### src/rtl/prog_inst_memory.sv
// Runtime-loadable instruction memory: combinational fetch port plus a valid/ready
// load port that rewrites the program while the CPU is held.
module prog_inst_memory #(
    parameter int                  DATA_W   = 16,
    parameter int                  ADDR_W   = 5,
    parameter int                  DEPTH    = 2**ADDR_W,
    parameter logic [DATA_W-1:0]   NOP_WORD = '0
) (
    input  logic              clk,
    input  logic              reset,
    input  logic [ADDR_W-1:0] address,
    output logic [DATA_W-1:0] instruction,
    input  logic              load_start,
    input  logic              load_valid,
    input  logic [DATA_W-1:0] load_data,
    input  logic              load_last,
    output logic              load_ready,
    output logic              cpu_hold,
    output logic              load_done,
    output logic [ADDR_W:0]   prog_len
);

    typedef enum logic {RUN, LOAD} state_t;

    localparam int              LAST_INT = DEPTH - 1;
    localparam logic [ADDR_W:0] LAST_PTR = LAST_INT[ADDR_W:0];

    state_t            state;
    logic [ADDR_W:0]   wr_ptr;
    logic [DATA_W-1:0] mem [DEPTH];
    logic              beat;

    assign load_ready = (state == LOAD);
    assign cpu_hold   = (state == LOAD);

    // A restart pulse wins over a coincident data beat, which is dropped.
    assign beat = load_ready && load_valid && !load_start;

    always_ff @(posedge clk or posedge reset) begin
        if (reset) begin
            state     <= RUN;
            wr_ptr    <= '0;
            prog_len  <= '0;
            load_done <= 1'b0;
        end else begin
            load_done <= 1'b0;
            case (state)
                RUN: begin
                    if (load_start) begin
                        state    <= LOAD;
                        wr_ptr   <= '0;
                        prog_len <= '0;
                    end
                end
                LOAD: begin
                    if (load_start) begin
                        wr_ptr   <= '0;
                        prog_len <= '0;
                    end else if (beat) begin
                        wr_ptr   <= wr_ptr + 1'b1;
                        prog_len <= wr_ptr + 1'b1;
                        if (load_last || wr_ptr == LAST_PTR) begin
                            state     <= RUN;
                            load_done <= 1'b1;
                        end
                    end
                end
                default: state <= RUN;
            endcase
        end
    end

    // NOTE: the array has no reset; prog_len masks every unwritten word, so clearing it buys nothing.
    always_ff @(posedge clk) begin
        if (beat)
            mem[wr_ptr[ADDR_W-1:0]] <= load_data;
    end

    // prog_len never exceeds DEPTH, so this also masks addresses beyond the array.
    always_comb begin
        instruction = NOP_WORD;
        if ({1'b0, address} < prog_len)
            instruction = mem[address];
    end

endmodule

### config.mk
export PLATFORM = sky130hd
export DESIGN_NAME = prog_inst_memory
export DESIGN_NICKNAME = d
export VERILOG_FILES = /design/src/rtl/prog_inst_memory.sv
export SDC_FILE = /design/constraint.sdc
export NUM_CORES = 1
export LEC_CHECK = 0
export BUFFER_PORTS_ARGS = -buffer_cell sky130_fd_sc_hd__buf_2
export CAP_MARGIN = 20
export CORE_MARGIN = 2
export CORE_UTILIZATION = 55
export DETAILED_ROUTE_END_ITERATION = 6
export PLACE_DENSITY = 0.72
export REMOVE_ABC_BUFFERS = 1
export SLEW_MARGIN = 20
export SYNTH_ARGS = -nofsm -noshare
export SYNTH_HDL_FRONTEND = slang
export SYNTH_SLANG_ARGS = --single-unit
### constraint.sdc
create_clock -name clk -period 5.84 [get_ports clk]
set_input_delay 0.876 -clock clk [delete_from_list [all_inputs] [get_ports clk]]
set_output_delay 0.876 -clock clk [all_outputs]
set_load 0.01 [all_outputs]
==> metrics.md <==
| Metric | Value |
|---|---|
| Post-Syn Area per Cell | 21.9 um2 |
| CTS Buffer Depth | 3 |
| Hold Path Class | in2async |
| Syn Std Cell Area | 0.0202 mm2 |
| Largest cells by area after synthesis | edfxtp_1 76%, mux4_2 13%, mux2i_1 1.4%, a22oi_1 1.3%, nor2_1 1.1% |
| Yosys reg bits | 520 |
| Dpl ws | 1.63 ns |
| Final setup margin | 1.65 ns |
| Final Skew | 0.0186 ns |
| Vias in the first global route | 9685 |
| IO buf count | 50 |
| CTS sink count | 520 |
| Max-slew violations | 0 |
| GRT Total Usage | 23.7% |
| Antenna Nets Post-Route | 0 |
| Post-synthesis sequential area ratio | 77.2% |
| Fmax achieved | 239 MHz |
| Synth Instances | 921 |
| Setup Buffers After CTS | 0 |
| Worst EP required | 4.96 ns |
| Final net count | 1051 |
| Crit Path Class | in2out |
| GRT overflow | 0 |
| Power, Total | 7.43 mW |
| Root Buffer | clkbuf_16 |
| Fillers | 2413 |
| Worst vdd ir | 278 uV |
| Rows | 70 |
| Routed wire per std cell | 28.8 um |
| DR vias/cell | 6.41 |
| H-tree levels | 2 |
| DP HPWL | 25500 um |
| Die height | 196 um |
| TritonRoute pass-1 iters | 5 |
| First-pass GRT wire length | 64800 um |
| CP Data Arrival Time | 3.31 ns |
| Synth Flop Type | edfxtp_1 |
| Fin. Hold Viols | 0 |
| CTS tree | done |
| Final worst path period share | 71.7% |
| DRT Wirelength | 43700 um |
| Setup TNS | 0 ns |
| Inserted Diodes | 0 |
| Total placed cells including tap cells | 1433 |
| Leading area contributor after synthesis | edfxtp_1 |
| Initial core utilization | 55.5% |
| Via Count | 9737 |
| I/O Pins | 51 |
| Yosys Warn Count | 0 |
| CP Max Fanout | 46 |
| Number of synthesized flops with an enable pin | 512 |
| Layout cell share with drive strength beyond 1 | 28.4% |
| Max Cap Viol | 0 |
| CTS clock-pin slew for the worst setup and hold paths | 0.06 ns |
| Synth top area share | 76.2% |
| Initial antenna violation count | 1 |
| Status | completed |
| Cell variety after synth | 34 |
| Synth-to-layout area growth | 12.1% |
| Core ar. | 0.0363 mm2 |
| Static leakage | 7.33 nW |
| RSZ-0062 raised after global routing | no |
| Post-route cell area | 0.0226 mm2 |
| DP Area | 0.0211 mm2 |
| Crit path launch type | input pin |
| Clock latency on the worst-skew pair | 0.57 ns |
| Endpoint class of the critical path | primary output |
| Least-Margin Pin Slew | 1.10 ns |
| Synth async-reset ratio | 1.54% |
| Slew headroom | 26.6% |
| Final setup violation count | 0 |
| Chip width | 196 um |
| Die Area | 0.0382 mm2 |
| Placer Congestion | 0.842 |
| Largest net degree at the start of global routing | 55 |
| Post-CTS Hold Fix Bufs | 0 |
| Post-cts resize count | 0 |
| PwrDens | 329 mW/mm2 |
| Tmin final | 4.19 ns |
| CTS buffer count | 50 |
| Starting DRC count in detailed routing | 1314 |
| DRC viols | 0 |
| Finished Layout Cells | 1520 |
-- per-stage QoR --
step | utilization, % | hold slack, ns
6_report | 62.2 | 0.244
5_1_grt | 62.2 | 0.256
4_1_cts | 62.2 | 0.235
3_5_place_dp | 58.2 | 0.555
3_3_place_gp | 58.1 | 0.528
2_1_floorplan | - | 0.607
-- synth_stat cells, drive strengths merged (2+ instances only) --
library cell	count
nor2b	3
nand4	2
a221o	15
nor2	60
edfxtp	512
a22oi	36
xnor2	5
inv	9
mux2	15
nand3	7
o2111ai	2
clkbuf	14
nand2	28
mux2i	28
dfrtp	8
a21oi	3
and2	3
nor3	2
mux4	122
buf	31
ha	8
-- logic make-up (layout without fill, tap and decap cells) --
kind of cell	Yosys count	after routing	synth area share (%)
flops	520	520	77.2
simple gates	107	107	2.20
xor+xnor	5	5	0.217
buf+inv	54	185	1.46
fa+ha+maj	8	8	0.496
compound gates	62	62	2.46
mux	165	165	16.0
-- state kept, by name, summed over array words and instances (netlist names) --
signal	flops
mem	512
prog_len	6
cpu_hold	1
load_done	1
-- path summary, 6_finish.rpt --
| kind | start | end | cells after the start | slack, ns |
|---|---|---|---|---|
| max in group asynchronous | reset | prog_len[2] | 2 | 5.35 |
| hold / removal | reset | cpu_hold | 2 | 0.24 |
| setup / recovery | address[0] | instruction[4] | 7 | 1.65 |
| min in group clk | load_start | prog_len[1] | 2 | 0.56 |
| setup reg to reg | cpu_hold | mem[25][4] | 5 | 3.25 |
| hold reg to reg | cpu_hold | cpu_hold | 2 | 0.57 |
-- worst max-delay path: stages --
cell	delay, ns
buf_6	0.49
buf_4	0.35
mux4_2	0.53
a22oi_1	0.32
nand2_1	0.22
a221o_1	0.33
buf_2	0.14
-- placed cells by master, fill, tap and decap left out, types with 5 or more instances in the layout --
cell         n
nand2_1     28
nor2_1      46
a221o_1     15
clkbuf_16   51
inv_1        9
dfrtp_1      8
nand3_1      7
ha_1         8
mux4_1       6
nor2_2      11
buf_2       48
mux2i_1     28
a22oi_1     36
clkinv_1    10
edfxtp_1   512
xnor2_1      5
clkinv_2     9
buf_4       36
mux2_2      15
clkbuf_1    13
mux4_2     116
-- layer usage --
metal | track usage [%] | part of all wire [%]
met1 | 36.4 | 41
met5 | 0 | 0
met2 | 36.2 | 47
met4 | 6.67 | 2.4
met3 | 3.61 | 9.1
-- final cells by class --
class / instances / area, um2 / area share (%)
Inverter: 9 / 33.8 / 0.149
Multi-Input combinational cell: 347 / 4350 / 19.3
Clock buffer: 64 / 1330 / 5.86
Tap cell: 468 / 586 / 2.59
Timing Repair Buffer: 89 / 593 / 2.62
Sequential cell: 520 / 15600 / 68.9
Clock inverter: 23 / 139 / 0.614
-- report_power, final --
part / total, mW / switching [mW] / internal, mW
combinational: 0.375 / 0.235 / 0.140
clock: 2.93 / 1.30 / 1.64
sequential: 4.12 / 0.00694 / 4.11
total: 7.43 / 1.54 / 5.89
Power figures use the tool's default switching activity.
